[src/rtl/axi4lite_xbar_n.sv]
// One-master to N-slave AXI4-Lite crossbar with base/mask address windows.
// Unmapped accesses are answered locally with DECERR; reads and writes each allow one outstanding transaction.
module axi4lite_xbar_n #(
  parameter int ADDR_WIDTH = 32,
  parameter int DATA_WIDTH = 32,
  parameter int NUM_SLAVES = 2,
  parameter logic [NUM_SLAVES*ADDR_WIDTH-1:0] SLV_BASE = {32'h0000_0000, 32'ha000_03f8},
  parameter logic [NUM_SLAVES*ADDR_WIDTH-1:0] SLV_MASK = {32'h0000_0000, 32'hffff_fffc}
) (
  input  logic                             clk,
  input  logic                             rst,
  input  logic                             arvalid,
  output logic                             arready,
  input  logic [ADDR_WIDTH-1:0]            araddr,
  output logic                             rvalid,
  input  logic                             rready,
  output logic [DATA_WIDTH-1:0]            rdata,
  output logic [1:0]                       rresp,
  input  logic                             awvalid,
  output logic                             awready,
  input  logic [ADDR_WIDTH-1:0]            awaddr,
  input  logic                             wvalid,
  output logic                             wready,
  input  logic [DATA_WIDTH-1:0]            wdata,
  input  logic [DATA_WIDTH/8-1:0]          wstrb,
  output logic                             bvalid,
  input  logic                             bready,
  output logic [1:0]                       bresp,
  output logic [NUM_SLAVES-1:0]            s_arvalid,
  input  logic [NUM_SLAVES-1:0]            s_arready,
  output logic [NUM_SLAVES*ADDR_WIDTH-1:0] s_araddr,
  input  logic [NUM_SLAVES-1:0]            s_rvalid,
  output logic [NUM_SLAVES-1:0]            s_rready,
  input  logic [NUM_SLAVES*DATA_WIDTH-1:0] s_rdata,
  input  logic [NUM_SLAVES*2-1:0]          s_rresp,
  output logic [NUM_SLAVES-1:0]            s_awvalid,
  input  logic [NUM_SLAVES-1:0]            s_awready,
  output logic [NUM_SLAVES*ADDR_WIDTH-1:0] s_awaddr,
  output logic [NUM_SLAVES-1:0]            s_wvalid,
  input  logic [NUM_SLAVES-1:0]            s_wready,
  output logic [NUM_SLAVES*DATA_WIDTH-1:0] s_wdata,
  output logic [NUM_SLAVES*DATA_WIDTH/8-1:0] s_wstrb,
  input  logic [NUM_SLAVES-1:0]            s_bvalid,
  output logic [NUM_SLAVES-1:0]            s_bready,
  input  logic [NUM_SLAVES*2-1:0]          s_bresp
);
  localparam int SW = (NUM_SLAVES > 1) ? $clog2(NUM_SLAVES) : 1;

  localparam logic [1:0] R_IDLE = 2'd0, R_DATA = 2'd1, R_ERR = 2'd2;
  localparam logic [2:0] W_IDLE = 3'd0, W_DATA = 3'd1, W_RESP = 3'd2,
                         W_EDATA = 3'd3, W_ERESP = 3'd4;

  // Valid/ready handshake: a beat transfers on a rising edge where valid and ready are both high.
  // Scanning from the top index down lets the lowest matching window win.
  function automatic logic [SW:0] decode(input logic [ADDR_WIDTH-1:0] a);
    logic          hit;
    logic [SW-1:0] idx;
    hit = 1'b0;
    idx = '0;
    for (int i = NUM_SLAVES - 1; i >= 0; i--) begin
      if ((a & SLV_MASK[i*ADDR_WIDTH +: ADDR_WIDTH]) ==
          (SLV_BASE[i*ADDR_WIDTH +: ADDR_WIDTH] & SLV_MASK[i*ADDR_WIDTH +: ADDR_WIDTH])) begin
        hit = 1'b1;
        idx = SW'(i);
      end
    end
    return {hit, idx};
  endfunction

  logic          w_ar_hit, w_aw_hit;
  logic [SW-1:0] w_ar_idx, w_aw_idx;
  logic [1:0]    r_rstate;
  logic [2:0]    r_wstate;
  logic [SW-1:0] r_rsel, r_wsel;

  assign {w_ar_hit, w_ar_idx} = decode(araddr);
  assign {w_aw_hit, w_aw_idx} = decode(awaddr);

  assign s_araddr = {NUM_SLAVES{araddr}};
  assign s_awaddr = {NUM_SLAVES{awaddr}};
  assign s_wdata  = {NUM_SLAVES{wdata}};
  assign s_wstrb  = {NUM_SLAVES{wstrb}};

  // Outputs are gated by rst so an asynchronous reset silences the bus immediately.
  always_comb begin
    s_arvalid = '0;
    arready   = 1'b0;
    s_rready  = '0;
    rvalid    = 1'b0;
    rdata     = '0;
    rresp     = 2'b00;
    if (rst) begin
      case (r_rstate)
        R_IDLE: begin
          if (w_ar_hit) begin
            s_arvalid[w_ar_idx] = arvalid;
            arready             = s_arready[w_ar_idx];
          end else begin
            arready = 1'b1;
          end
        end
        R_DATA: begin
          rvalid           = s_rvalid[r_rsel];
          rdata            = s_rdata[r_rsel*DATA_WIDTH +: DATA_WIDTH];
          rresp            = s_rresp[r_rsel*2 +: 2];
          s_rready[r_rsel] = rready;
        end
        R_ERR: begin
          rvalid = 1'b1;
          rresp  = 2'b11;
        end
        default: ;
      endcase
    end
  end

  always_ff @(posedge clk or negedge rst) begin
    if (!rst) begin
      r_rstate <= R_IDLE;
      r_rsel   <= '0;
    end else begin
      case (r_rstate)
        R_IDLE: if (arvalid && arready) begin
          r_rsel   <= w_ar_idx;
          r_rstate <= w_ar_hit ? R_DATA : R_ERR;
        end
        R_DATA:  if (rvalid && rready) r_rstate <= R_IDLE;
        R_ERR:   if (rready) r_rstate <= R_IDLE;
        default: r_rstate <= R_IDLE;
      endcase
    end
  end

  always_comb begin
    s_awvalid = '0;
    awready   = 1'b0;
    s_wvalid  = '0;
    wready    = 1'b0;
    s_bready  = '0;
    bvalid    = 1'b0;
    bresp     = 2'b00;
    if (rst) begin
      case (r_wstate)
        W_IDLE: begin
          if (w_aw_hit) begin
            s_awvalid[w_aw_idx] = awvalid;
            awready             = s_awready[w_aw_idx];
          end else begin
            awready = 1'b1;
          end
        end
        W_DATA: begin
          s_wvalid[r_wsel] = wvalid;
          wready           = s_wready[r_wsel];
        end
        W_RESP: begin
          bvalid           = s_bvalid[r_wsel];
          bresp            = s_bresp[r_wsel*2 +: 2];
          s_bready[r_wsel] = bready;
        end
        W_EDATA: wready = 1'b1;
        W_ERESP: begin
          bvalid = 1'b1;
          bresp  = 2'b11;
        end
        default: ;
      endcase
    end
  end

  always_ff @(posedge clk or negedge rst) begin
    if (!rst) begin
      r_wstate <= W_IDLE;
      r_wsel   <= '0;
    end else begin
      case (r_wstate)
        W_IDLE: if (awvalid && awready) begin
          r_wsel   <= w_aw_idx;
          r_wstate <= w_aw_hit ? W_DATA : W_EDATA;
        end
        W_DATA:  if (wvalid && wready) r_wstate <= W_RESP;
        W_RESP:  if (bvalid && bready) r_wstate <= W_IDLE;
        W_EDATA: if (wvalid) r_wstate <= W_ERESP;
        W_ERESP: if (bready) r_wstate <= W_IDLE;
        default: r_wstate <= W_IDLE;
      endcase
    end
  end
endmodule

[config.mk]
export PLATFORM = sky130hd
export DESIGN_NAME = axi4lite_xbar_n
export DESIGN_NICKNAME = d
export VERILOG_FILES = /design/src/rtl/axi4lite_xbar_n.sv
export SDC_FILE = /design/constraint.sdc
export NUM_CORES = 1
export LEC_CHECK = 0
export BUFFER_PORTS_ARGS = -buffer_cell sky130_fd_sc_hd__buf_2
export CAP_MARGIN = 10
export CORE_AREA = 5 5 170 172
export DETAILED_ROUTE_END_ITERATION = 8
export DIE_AREA = 0 0 175 177
export PLACE_DENSITY = 0.33
export SETUP_SLACK_MARGIN = 0.05
export SLEW_MARGIN = 20
export SYNTH_ARGS = -nofsm -noshare
export SYNTH_HDL_FRONTEND = slang
export SYNTH_SLANG_ARGS = --single-unit
[constraint.sdc]
create_clock -name clk -period 2.54 [get_ports clk]
set_clock_uncertainty 0.15 [all_clocks]
set_input_delay 0.635 -clock clk [delete_from_list [all_inputs] [get_ports clk]]
set_output_delay 0.635 -clock clk [all_outputs]
set_load 0.01 [all_outputs]
# Yosys cells after proc, flatten, opt, wreduce, memory -nomap -nowiden
# Cells that the tools add are included.
dict set report op_classes {
  reduce_logical 15
  multipliers 0
  n_bitwise 5
  order_cmp 8
  n_mux 56
  shifts 3
  n_addsub 0
  div_mod_pow 0
  n_eq_ne 16
}
# cell count
set ops {}
lappend ops {{2-to-1 mux 32 bit} 2}
lappend ops {{variable part select 64 x 7 -> 32 bit} 1}
lappend ops {{== test 30 bit, second input constant} 2}
lappend ops {{2-to-1 mux 2 bit} 15}
lappend ops {{2-to-1 mux 1 bit} 23}
lappend ops {{inequality test 2 bit, second input constant} 8}
lappend ops {{2-to-1 mux 3 bit} 5}
lappend ops {{case mux 3 bit (5 select lines)} 1}
lappend ops {{bitwise AND 2 bit} 5}
lappend ops {{logical AND 1 bit} 9}
lappend ops {{< comparator 1 x 2 -> 1 bit, second input constant} 4}
lappend ops {{case mux 2 bit (2 select lines)} 2}
lappend ops {{variable part select 4 x 3 -> 2 bit} 2}
lappend ops {{== test 3 x 2 -> 1 bit, second input constant} 2}
lappend ops {{case mux 1 bit (2 select lines)} 3}
lappend ops {{case mux 2 bit (3 select lines)} 1}
lappend ops {{AND reduction 5 bit} 1}
lappend ops {{demux 1 bit (select 1 bit)} 4}
lappend ops {{greater-or-equal comparator 1 bit, second input constant} 4}
lappend ops {{AND reduction 2 bit} 2}
lappend ops {{== test 3 x 1 -> 1 bit, second input constant} 1}
lappend ops {{== test 3 bit, second input constant} 1}
lappend ops {{zero test 3 bit} 1}
lappend ops {{AND reduction 3 bit} 1}
lappend ops {{other kinds (3)} 3}
dict set report word_totals {
  mem_bits_ro 0
  ff_bits 7
  mem_bits_rw 0
  latchBits 0
  mem_count 0
}

# Logic depth before layout (Yosys ltp)
dict set report logic_depth {
  word_depth 9
  ltp_mapped 5
  ltp_nobuf 4
}

# Least setup slack after synthesis
# No wires, ideal clock.
dict set report synth_timing {
  path_kind {input -> output}
  from {input port araddr[18]}
  to {output port arready}
  stages 4
  path_slack_ps -71
  t_arrival_ps 1826
  path_cell_list {nor4_1 nand4_1 or4_1 a21oi_1}
}
dict set report synth_via {
  elab_chain_len 5
}
# item line_no
set synth_lines {}
lappend synth_lines {{start: declaration} 14} ;# input logic [ADDR_WIDTH-1:0] araddr,
lappend synth_lines {{== test 30 bit} 61} ;# if ((a & SLV_MASK[i*ADDR_WIDTH +: ADDR_WIDTH]) ==
lappend synth_lines {{2-to-1 mux 1 bit (implied by the code) (2 in series)} 97} ;# arready = s_arready[w_ar_idx];
lappend synth_lines {{2-to-1 mux 1 bit} 93} ;# case (r_rstate)
lappend synth_lines {{2-to-1 mux 1 bit} 92} ;# if (rst) begin
lappend synth_lines {{end: declaration} 13} ;# output logic arready,
# Every way passes these cells. The select of a mux whose other input is x is not followed.

# Worst setup path after layout
dict set report layout_timing {
  from {input port araddr[27]}
  to {output port arready}
}
# The elaborated chain is that of the path after synthesis.

==> metrics.csv <==
stage,metric,value,unit
run_status,outcome,"complete, but fails checks",
run_status,violations,setup timing,
synthesis,syn-instance-count,376,
setup_path,required,1.75,ns
synthesis,synth_area_leaders,"buf_4, mux2i_1, nor2_1, dfrtp_1, nor4_1",
route,vias,2909,
sta,drv_slew,0,
power_and_ir_drop,swShare,40.9,%
floorplanning,io_pins,440,
synthesis,synth-edff-count,0,
grt,grt_pass1_wl,17.9,mm
power_and_ir_drop,pwr-share-seq,14.0,%
worst_hold_path,hold_class,primary input to async pin,
cts,cts_max_level,1,
grt,grtUsageTotal,7.45,%
power_and_ir_drop,p_int,0.000670,W
cells_and_area,nNetsFinal,739,
placement,port_buffers,319,
placement,dp_hpwl,11.8,mm
power_and_ir_drop,power.density,284,nW/um^2
synthesis,synth_top_area_cell,buf_4,
cts,clk_pin_slew_worst_paths,0.04,ns
placement,pre_cts_slack,-0.526,ns
sta,slew_headroom,67.0,%
floorplanning,die-area,31000,sq um
route,initialDrtViolationCount,47,
grt,antenna_found_initial,1,
cts,cts_sinks,6,
setup_path,path_class,primary input to output pin,
setup_path,crit_fanout,3,
floorplanning,std_cell_rows,61,
power_and_ir_drop,p_clk_share,23.6,%
setup_path,setup.worst_path.end_class,output pin,
placement,placed_cell_area,3700,sq um
cts,cts_buffer_depth,2,
grt,grt_pass1_vias,3073,
sta,max_slew.worst_pin.slew,0.495,ns
floorplanning,coreArea,27300,sq um
cells_and_area,antenna_cells,0,
cells_and_area,postLayoutCellArea,3990,sq um
route,drt_wl_total,12.8,mm
setup_path,arrival,2.08,ns
synthesis,synthArstFlopShare,100,%
power_and_ir_drop,pwr-share-comb,62.4,%
sta,fin_crit,2.87,ns
cells_and_area,final_cell_mix,"buf_2, buf_4, nor2_1",
route,vias_per_cell,3.25,
synthesis,ys_ff_latch,6,
route,drt_first_pass_iters,4,
route,drc_errors,0,
synthesis,seq_area_frac_synth,5.42,%
cts,cts_buffers,3,
cells_and_area,drive_gt1_share,73.6,%
grt,grt_max_degree,37,
cts,worstSkewPairLatency,0.23,ns
synthesis,synth.net_count,565,
sta,timing.final.ws_setup,-0.326,ns
power_and_ir_drop,p_leak,2.40,nW
route,final_antenna_net_count,0,
floorplanning,die_height,177,microns
synthesis,ys_types,33,
power_and_ir_drop,power.switching,0.000464,W
synthesis,synth_ff_type,dfrtp_1,
floorplanning,chipWidth,175,microns
floorplanning,start_util,10.1,%
synthesis,synthesis.area,2770,sq um
setup_path,crit_path_start_kind,primary input,
grt,grt_overflow,0,
power_and_ir_drop,vdd_ir_drop_max,0.000175,V
sta,fmax,0.349,GHz
placement,gp_congestion,0.726,
job,maxCapViolCount,0,
synthesis,yosysTopAreaCellShare,54.2,%
sta,setup_viol,6,
cts,cts_tree,yes,
sta,fin_crit_sh,113,%
synthesis,syn_area_per_cell,7.37,sq um
cts,cts.root.buffer_cell,clkbuf_16,
synthesis,yosys_warnings,0,
cells_and_area,syn_to_final_growth,44.1,%
sta,hold_slack,0.294,ns
sta,rsz0062_at_grt,yes,
cts,cts_hold_buf,0,
sta,hold_viol,0,
cells_and_area,layout_commonest_cell,buf_2,
route,wl_per_cell,14.3,microns
worst paths after layout:
path / startpoint / end / slack, ns / cells past startpoint
worst max-delay path: araddr[27] / arready / -0.33 / 7
worst min-delay path: rst / r_rsel / 0.29 / 2
worst max register to register: r_wsel / r_wstate[0] / 0.88 / 4
worst min register to register: r_wstate[2] / r_wstate[1] / 0.46 / 2
max in group asynchronous: rst / r_rsel / 1.80 / 2
min in group clk: r_wstate[2] / r_wstate[1] / 0.46 / 2
stage by stage:
step	total power (W)	setup TNS (ns)	utilization [%]	cells
6_report	0.00113	-1.39	14.6	895
5_1_grt	0.00124	-2.18	14.6	895
4_1_cts	0.00116	-1.81	14.6	895
3_5_place_dp	0.000860	-2.60	13.6	886
3_3_place_gp	0.000874	-2.62	13.6	886
2_1_floorplan	0.000704	-0.0157	-	376
critical path, cell delays in order:
cell     delay [ns]
buf_8          0.10
nor4b_4        0.28
nand4_1        0.20
buf_6          0.18
or4_4          0.43
a21oi_2        0.12
buf_2          0.14
layout make-up:
class                      count  area (sq um)
clock buffer                   4          78.8
fill                        3197         23300
inverter                       5          18.8
multi-input combinational    153          1160
sequential                     6           151
tap                          346           433
timing repair buffer         381          2150
synthesized netlist by cell type (all sizes together) (3+ instances only):
cell,n
mux2i,36
a21oi,9
o2bb2ai,3
buf,205
dfrtp,6
nand2,10
nand4,4
inv,5
nand2b,3
mux2,3
nor4,12
nor2,41
clkbuf,7
nor4b,6
nand3b,4
timing repair:
action	4_1_cts	5_1_grt
endpoints found under the setup margin	6	6
setup buffers	5	0
hold endpoints to repair	0	0
gates resized for setup	26	3
pin swaps	11	3
sequential cells by signal (all words and copies together) (netlist names):
name      count
r_rstate      1
r_rsel        1
r_wstate      3
r_wsel        1
routing by layer:
layer	share of wire (%)	vias to the layer above	global-route usage, %
met2	57	241	15.8
met1	28	1245	5.90
met5	0.055	-	0
li1	-	1404	-
met4	2.2	2	1.64
met3	13	17	3.72
power groups by stage:
stage / clock network (W) / logic (W) / registers, W
detailed placement: 0 / 0.000701 / 0.000160
floorplan: 0 / 0.000581 / 0.000123
CTS: 0.000280 / 0.000723 / 0.000158
global placement: 0 / 0.000712 / 0.000162
finish: 0.000267 / 0.000708 / 0.000159
global route: 0.000287 / 0.000783 / 0.000165
cell families after synthesis:
group	Yosys count	share of synthesized area, %
AO/OA/AOI/OAI	23	5.65
AND/OR/NAND/NOR	91	18.0
multiplexers	39	14.2
buffers and inverters	217	56.7
flip-flops	6	5.42
(Power assumes the default switching activity.)
